`src/rtl/matrix_pkg.sv`:
```
// Shared register map, CTRL bit positions and swap-state encoding for the
// 8x8 LED matrix frame buffer.
package matrix_pkg;

    localparam int ROWS = 8;

    localparam logic [3:0] ADDR_ROW0   = 4'd0;
    localparam logic [3:0] ADDR_ROW1   = 4'd1;
    localparam logic [3:0] ADDR_ROW2   = 4'd2;
    localparam logic [3:0] ADDR_ROW3   = 4'd3;
    localparam logic [3:0] ADDR_ROW4   = 4'd4;
    localparam logic [3:0] ADDR_ROW5   = 4'd5;
    localparam logic [3:0] ADDR_ROW6   = 4'd6;
    localparam logic [3:0] ADDR_ROW7   = 4'd7;
    localparam logic [3:0] ADDR_CTRL   = 4'd8;
    localparam logic [3:0] ADDR_PERIOD = 4'd9;

    localparam int CTRL_COMMIT     = 0;
    localparam int CTRL_DISP_EN    = 1;
    localparam int CTRL_SCROLL_EN  = 2;
    localparam int CTRL_SCROLL_DIR = 3;

    typedef enum logic {
        ST_IDLE    = 1'b0,
        ST_PENDING = 1'b1
    } swap_state_e;

endpackage

```
`src/rtl/matrix_scroll_rot.sv`:
```
// Per-row rotate-by-one of a packed frame; dir=0 rotates each byte left
// (bit7 wraps into bit0), dir=1 rotates right.
module matrix_scroll_rot #(
    parameter int ROWS = 8
) (
    input  logic [8*ROWS-1:0] din,
    input  logic              dir,
    output logic [8*ROWS-1:0] dout
);

    for (genvar r = 0; r < ROWS; r++) begin : g_row
        logic [7:0] b;
        assign b = din[8*r +: 8];
        assign dout[8*r +: 8] = dir ? {b[0], b[7:1]} : {b[6:0], b[7]};
    end

endmodule

```
`src/rtl/matrix_frame_buffer.sv`:
```
// Double-buffered 8x8 frame store: bus writes land in the back buffer and
// are copied to the front buffer only on a scan-frame boundary.
module matrix_frame_buffer #(
    parameter int         ROWS       = 8,
    parameter logic [7:0] SCROLL_RST = 8'd1
) (
    input  logic              clock,
    input  logic              reset,
    input  logic              wr_en,
    input  logic [3:0]        wr_addr,
    input  logic [7:0]        wr_data,
    output logic [8*ROWS-1:0] data,
    output logic              oe,
    output logic              swap_pending
);

    import matrix_pkg::*;

    logic [8*ROWS-1:0] back;
    logic [8*ROWS-1:0] front;
    logic [8*ROWS-1:0] front_rot;
    logic              disp_en;
    logic              scroll_en;
    logic              scroll_dir;
    logic [7:0]        scroll_period;
    logic [7:0]        frame_cnt;
    logic [2:0]        phase;

    swap_state_e state_q;
    swap_state_e state_d;

    logic row_wr;
    logic ctrl_wr;
    logic period_wr;
    logic commit;
    logic frame_end;
    logic do_swap;
    logic scroll_tick;
    logic scroll_hit;

    always_comb begin
        row_wr      = wr_en && (wr_addr inside {ADDR_ROW0, ADDR_ROW1, ADDR_ROW2, ADDR_ROW3,
                                                ADDR_ROW4, ADDR_ROW5, ADDR_ROW6, ADDR_ROW7});
        ctrl_wr     = wr_en && (wr_addr == ADDR_CTRL);
        period_wr   = wr_en && (wr_addr == ADDR_PERIOD);
        commit      = ctrl_wr && wr_data[CTRL_COMMIT];
        // With the display off every cycle counts as a frame boundary.
        frame_end   = !oe || (phase == 3'd7);
        do_swap     = frame_end && (state_q == ST_PENDING);
        scroll_tick = frame_end && scroll_en && !do_swap;
        scroll_hit  = scroll_tick && (frame_cnt == scroll_period - 8'd1);
    end

    matrix_scroll_rot #(.ROWS(ROWS)) u_rot (
        .din  (front),
        .dir  (scroll_dir),
        .dout (front_rot)
    );

    always_ff @(posedge clock) begin
        if (reset) begin
            state_q <= ST_IDLE;
        end else begin
            state_q <= state_d;
        end
    end

    always_comb begin
        state_d = state_q;
        case (state_q)
            ST_IDLE:    if (commit)    state_d = ST_PENDING;
            ST_PENDING: if (frame_end) state_d = ST_IDLE;
            default:                   state_d = ST_IDLE;
        endcase
    end

    always_comb begin
        swap_pending = (state_q == ST_PENDING);
    end

    always_ff @(posedge clock) begin
        if (reset) begin
            disp_en       <= 1'b0;
            scroll_en     <= 1'b0;
            scroll_dir    <= 1'b0;
            scroll_period <= SCROLL_RST;
            back          <= '0;
        end else begin
            if (ctrl_wr) begin
                disp_en    <= wr_data[CTRL_DISP_EN];
                scroll_en  <= wr_data[CTRL_SCROLL_EN];
                scroll_dir <= wr_data[CTRL_SCROLL_DIR];
            end
            if (period_wr) begin
                scroll_period <= wr_data;
            end
            if (row_wr) begin
                back[{wr_addr[2:0], 3'b000} +: 8] <= wr_data;
            end
        end
    end

    // Phase tracks the driver's row select and sits at 0 whenever oe is low.
    always_ff @(posedge clock) begin
        if (reset) begin
            oe    <= 1'b0;
            phase <= 3'd0;
            data  <= '0;
        end else begin
            oe    <= disp_en;
            phase <= (disp_en && oe) ? phase + 3'd1 : 3'd0;
            data  <= front;
        end
    end

    // Swap outranks a scroll step due on the same boundary.
    always_ff @(posedge clock) begin
        if (reset) begin
            front     <= '0;
            frame_cnt <= 8'd0;
        end else begin
            if (do_swap) begin
                front <= back;
            end else if (scroll_hit) begin
                front <= front_rot;
            end
            if (period_wr || do_swap || scroll_hit) begin
                frame_cnt <= 8'd0;
            end else if (scroll_tick) begin
                frame_cnt <= frame_cnt + 8'd1;
            end
        end
    end

endmodule
```
`config.mk`:
```
export PLATFORM = sky130hd
export DESIGN_NAME = matrix_frame_buffer
export DESIGN_NICKNAME = d
export VERILOG_FILES = /design/src/rtl/matrix_pkg.sv /design/src/rtl/matrix_scroll_rot.sv /design/src/rtl/matrix_frame_buffer.sv
export SDC_FILE = /design/constraint.sdc
export NUM_CORES = 1
export LEC_CHECK = 0
export BUFFER_PORTS_ARGS = -buffer_cell sky130_fd_sc_hd__buf_2
export CAP_MARGIN = 5
export CORE_MARGIN = 1
export CORE_UTILIZATION = 63
export DETAILED_ROUTE_END_ITERATION = 10
export PLACE_DENSITY_LB_ADDON = 0.05
export SYNTH_ARGS = -nofsm -noshare
export SYNTH_HDL_FRONTEND = slang
export SYNTH_SLANG_ARGS = --single-unit
```
`constraint.sdc`:
```
create_clock -name clock -period 6.2 [get_ports clock]
set_input_delay 0.62 -clock clock [delete_from_list [all_inputs] [get_ports clock]]
set_output_delay 0.62 -clock clock [all_outputs]
set_load 0.01 [all_outputs]
```
* Yosys cells after proc, flatten, opt, wreduce, memory -nomap -nowiden
Cells that the tools add are included.
W data, S select, Z words.
** Operators by class
- Bitwise logic cells :: 2
- Multiplexer cells :: 14
- Add/sub/neg operators :: 4
- Shift operators :: 2
- Equality and inequality tests :: 11
- Reduce and logical (&&, ||, !) cells :: 19
** Operators by type and width (number)
- $mux W64 :: 2
- $bwmux W64 :: 1
- $mux W8 :: 8
- $shift A8 B8 Y64 const A :: 1
- $shiftx A8 B8 Y64 :: 1
- $eq A4 B3 Y1 const B :: 4
- $logic_and A1 B1 Y1 :: 9
- $add A8 B1 Y8 const B :: 1
- $eq A4 B2 Y1 const B :: 2
- $eq A4 B4 Y1 const B :: 2
- $eq A8 B8 Y1 :: 1
- $neg A6 Y8 :: 1
- $reduce_bool A8 Y1 :: 1
- $sub A8 B1 Y8 const B :: 1
- $eq A4 B1 Y1 const B :: 1
- $logic_not A4 Y1 :: 1
- $reduce_or A2 Y1 :: 2
- $add A3 B1 Y3 const B :: 1
- $eq A3 B3 Y1 const B :: 1
- $logic_or A1 B1 Y1 :: 3
- $logic_not A1 Y1 :: 2
- $mux W1 :: 2
- $not A1 Y1 :: 2
- $pmux W1 S2 :: 1
- $reduce_bool A2 Y1 :: 1
** Storage, ports and cells
- Logic and storage cells :: 63
- Flip-flop bits (word level) :: 216
- Output and inout port bits :: 66

* Logic depth before layout (Yosys ltp)
- Depth after elaboration :: 8
- Mapped depth :: 11

* Hierarchy
A second synthesis with hierarchy kept.
** Second synthesis, totals
- Cells, all modules :: 1012
- Area total of the unflattened synthesis :: 9756.9 µm²
** Modules (own cells, without submodules)
- matrix_frame_buffer :: instances 1, cells an instance 941, area an instance 8679.6 µm², sequential area each 4324.1 µm²
- matrix_scroll_rot :: instances 1, cells an instance 71, area an instance 1077.3 µm², sequential area each 0.0 µm²

* Least setup slack after synthesis
OpenSTA, ideal clock, no wires.
- Path type :: input to register
- Start point :: input wr_addr[0]
- End point :: register back[24]
- Data arrival time :: 2613 ps
- Cell stages on the path :: 8
- Slack :: 3460 ps
- Library setup time :: 128 ps
- Cells stage by stage :: inv_1 ha_1 ha_1 clkbuf_1 nand2_1 nor4_2 mux2i_1 nor2_1
** Between the ends
- Cells in the longest elaborated chain, start to end :: 3
- Elaborated cells on any way between the ends :: 14
- Those cells by class :: 1 x add/sub; 7 x eq/ne; 2 x shift; 1 x mux; 3 x reduce/logical
** RTL lines
- from (decl) :: line matrix_frame_buffer.sv:10 : input logic [3:0] wr_addr,
- $neg A6 Y8, or another cell as far along :: line matrix_frame_buffer.sv:98 : back[{wr_addr[2:0], 3'b000} +: 8] <= wr_data;
- $shiftx A8 B8 Y64, or another cell as far along :: line matrix_frame_buffer.sv:98
- $bwmux W64 or $logic_and A1 B1 Y1 (tied branches) :: line matrix_frame_buffer.sv:98, matrix_frame_buffer.sv:42
- to (signal, indexed assignment) :: line matrix_frame_buffer.sv:98
- to (decl) :: line matrix_frame_buffer.sv:19 : logic [8*ROWS-1:0] back;
Parallel ways exist; a longest one is shown, timed or not.
A chain may end at the register's enable or synchronous reset.

* Worst setup path after layout
- Start point :: register scroll_period[0]
- End point :: register frame_cnt[3]
** Between the ends
- Cells in the longest elaborated chain, start to end :: 5
** RTL lines
- from (decl) :: line matrix_frame_buffer.sv:25 : logic [7:0] scroll_period;
- from (signal assigned) :: line matrix_frame_buffer.sv:95 : scroll_period <= wr_data;
- $sub A8 B1 Y8 :: line matrix_frame_buffer.sv:51 : scroll_hit = scroll_tick && (frame_cnt == scroll_period - 8'd1);
- $eq A8 B8 Y1 :: line matrix_frame_buffer.sv:51
- $logic_and A1 B1 Y1 :: line matrix_frame_buffer.sv:51
- $logic_or A1 B1 Y1 :: line matrix_frame_buffer.sv:127 : if (period_wr || do_swap || scroll_hit) begin
- $reduce_or A2 Y1 (no source line)
- to (signal assigned) :: line matrix_frame_buffer.sv:130 : frame_cnt <= frame_cnt + 8'd1;
- to (decl) :: line matrix_frame_buffer.sv:26 : logic [7:0] frame_cnt;
Every way passes these cells.

==> summary.md <==
| Metric | Value |
|---|---|
| Yosys warns | 0 |
| Global Route Usage Sum | between 20% and 30% |
| Vias | just over 6000 |
| Sw Ratio | between 20% and 30% |
| First-pass DRT Iterations | 4 |
| Slew HR | between 20% and 30% |
| IO Count | between 80 and 90 |
| Cell Area, Placed | between 9000 and 10000 um^2 |
| Mapped Area | 8770 um^2 |
| Setup violators final | 0 |
| H-tree Lvls | 1 |
| Adder-Cell Fraction of Synth Area | around 1.3% |
| Clock root buffer master | clkbuf_16 |
| Resize count post-CTS | 0 |
| I/O Buffers | 80 |
| Critical path required time | 6.62 ns |
| Net Switching | approximately 600 uW |
| Buffers from clock root to sink, at most | 3 |
| Peak Freq | roughly 0.34 GHz |
| Reg2Reg Capture Point | frame_cnt[3]$_SDFFE_PP0P_ |
| Clk network pwr share | ~46% |
| Width of the die | approximately 120 um |
| Crit share post-route | between 40% and 50% |
| Antenna diode count | 0 |
| Final Hold Fails | 0 |
| Vias per cell | approximately 5.5 |
| Leading area contributor after synthesis | dfxtp_1 |
| Crit path time final | roughly 3 ns |
| CP endpoint | frame_cnt[3]$_SDFFE_PP0P_ |
| Setup TNS | 0 ns |
| First-pass GRT wire length | about 30 mm |
| VDD IR max | about 190 uV |
| Final Max Tran Viols | 0 |
| Syn Nets | between 800 and 900 |
| Pint | ~2200 uW |
| Yosys cell types | 45 |
| Crit path max fanout | 37 |
| Pin count of the biggest net entering global routing | 73 |
| Top post-synthesis cells by area | dfxtp_1, mux2i_1, mux2_2 |
| Initial antenna violation count | 0 |
| CP Class | flop to flop |
| Status | completed |
| Initial drt markers | roughly 360 |
| Cell Rows | 42 |
| Hold Buf Count CTS | 0 |
| CTS Sinks | roughly 220 |
| Number of flops mapped to enable cells by yosys | 0 |
| Post-CTS setup buffers | 0 |
| #FFs+latches synth | 216 |
| Detail Route Antenna Nets | 0 |
| Ys flop type | dfxtp_1 |
| Synth async-reset ratio | 0% |
| Post-synth top area share | around 49% |
| Combinational power share | 3.1% |
| Layout area overhead | 12.0% |
| Synth Area in Compound Gates | 5.39% |
| Register share of total power | between 50% and 60% |
| CORE AREA | approximately 13000 um^2 |
| Vias in the first global route | between 6000 and 7000 |
| Routability Congestion | 0.865 |
| Origin of the worst setup path | scroll_period[0]$_SDFFE_PP1P_ |
| Share of layout cells above drive strength 1 | about a fifth |
| Final wirelength | 18.5 mm |
| Register area share after synthesis | between 40% and 50% |
| Detailed-route wire length per cell | approximately 17 um |
| Post-route cell area | just under 10000 um^2 |
| Synth Instances | between 800 and 900 |
| Lkg Pwr | 0.00398 uW |
| Post-Synth Simple-Gate Area | roughly 16% |
| Avg Inst Size Synth | roughly 10 um^2 |
| Die height | ~120 um |
| Pwr/cell area | roughly 280 nW/um^2 |
| Critical path arrival | between 3 and 4 ns |
| Mux contribution to synthesized area | 22.7% |
| Critical R2R Launch | scroll_period[0]$_SDFFE_PP1P_ |
| CP startpoint kind | flop |
| Nets | 942 |
| Starting Density | between 60 and 70% |
| CTS tree | built |
| FF-to-FF setup slack | 3.27 ns |
| Hold_sp | phase[0]$_SDFF_PP0_ |
| Die area | 14400 um^2 |
| Clock skew | ~0.016 ns |
| Drc violations | 0 |
| Worst Hold Class | flop to flop |
| Hold slack | 0.419 ns |
| Worst-Margin Slew | 1.14 ns |
| Clock latency at the later pin of the worst-skew pair | about 0.51 ns |
| Number of buffers created by CTS | 22 |
| RSZ-0062 raised after global routing | no |
| Worst r2r path cells | 9 |
| CTS clk-pin slew, worst paths | ~0.060 ns |
| Main combinational cell family by area after synthesis | multiplexers |
| Crit end category | flop |
| Detailed placement HPWL | approximately 12 mm |
| Max-Cap Viols | 0 |
| Grt ovf | 0 |
| Post-Synth XOR/XNOR Area | under 10% |
## critical path, stage by stage (launching register included)
cell and delay (ns):
dfxtp_1 0.37, inv_1 0.08, ha_1 0.22, or3b_1 0.41
o31a_1 0.26, o2111ai_1 0.32, a211oi_4 0.08, buf_4 0.34
or3_1 0.58, nor2_1 0.17
## area by class of cell
type                       instances  area (um^2)
inverter                           6         22.5
multi-input combinational        586         4100
sequential                       216         4330
clock buffer                      30          621
tap                              176          220
fill                             980         3580
clock inverter                     9         83.8
timing repair buffer              86          448
## flip-flops by register name, indices dropped and copies added (netlist names), 3 cells and up
| register | cells |
|---|---|
| frame_cnt | 8 |
| back | 64 |
| phase | 3 |
| scroll_period | 8 |
| data | 64 |
| front | 64 |
## synth_stat cells (all sizes together), types with 5 or more instances
cell type	number
a21oi	13
buf	13
clkbuf	48
dfxtp	216
ha	9
inv	6
mux2	64
mux2i	127
nand2	95
nand3	8
nor2	81
nor2b	65
nor4	5
o21ai	66
xnor2	7
xor2	8
## stage by stage
stage / std cells / power [uW] / util, % / setup slack [ns]
final: 1109 / 2760 / 73.3 / 3.27
after global routing: 1109 / 2840 / 73.3 / 3.10
after global placement: 1070 / 1510 / 68.0 / 3.14
after CTS: 1109 / 2780 / 73.3 / 3.25
after detailed placement: 1070 / 1510 / 68.0 / 2.94
after floorplan: 869 / 1490 / - / 3.46
## kinds of logic after synthesis
logic type               after synthesis
AO/OA/AOI/OAI                         88
XOR/XNOR                              15
adder cells (fa/ha/maj)                9
buffers and inverters                 67
flip-flops                           216
multiplexers                         191
AND/OR/NAND/NOR                      283
## layout by cell type, fill, tap and decap left out, types with 3 or more instances in the layout
| master | n |
|---|---|
| nor3_1 | 3 |
| dfxtp_1 | 215 |
| nand4_1 | 3 |
| nor2b_1 | 65 |
| mux2i_1 | 127 |
| clkbuf_16 | 22 |
| clkbuf_1 | 4 |
| xor2_1 | 8 |
| o21ai_1 | 60 |
| ha_1 | 9 |
| o21ai_0 | 6 |
| nand3_1 | 8 |
| buf_2 | 79 |
| clkinv_2 | 6 |
| nand2_1 | 95 |
| clkbuf_8 | 4 |
| and3_1 | 4 |
| buf_4 | 7 |
| a21oi_1 | 13 |
| nor2_1 | 78 |
| or3_1 | 3 |
| inv_1 | 6 |
| mux2_2 | 64 |
| xnor2_1 | 7 |
## power groups by stage
stage,clock [uW],combinational [uW],sequential (uW)
2_1_floorplan,0,60.9,1430
3_3_place_gp,0,79.7,1430
3_5_place_dp,0,83.1,1430
4_1_cts,1300,83.4,1400
5_1_grt,1350,90.7,1400
6_report,1280,84.5,1400
## worst min path at each step
stage	end	slack (ns)	cells after the start
CTS	phase[0]$_SDFF_PP0_	0.42	1
finish	phase[0]$_SDFF_PP0_	0.42	1
detailed placement	phase[0]$_SDFF_PP0_	0.41	1
floorplan	phase[0]$_SDFF_PP0_	0.40	1
global route	phase[0]$_SDFF_PP0_	0.43	1
global placement	phase[0]$_SDFF_PP0_	0.41	1
## per-layer routing
| layer | up-vias | share of wire, % | track usage (%) | wire, um |
|---|---|---|---|---|
| met5 | - | 0 | 0 | 0 |
| met4 | 0 | 2.3 | 9.84 | 434 |
| met3 | 41 | 5.7 | 4.85 | 1050 |
| met2 | 155 | 49 | 45.4 | 9000 |
| met1 | 2925 | 43 | 32.2 | 8030 |
| li1 | 3025 | - | - | - |
(Power assumes the default switching activity.)
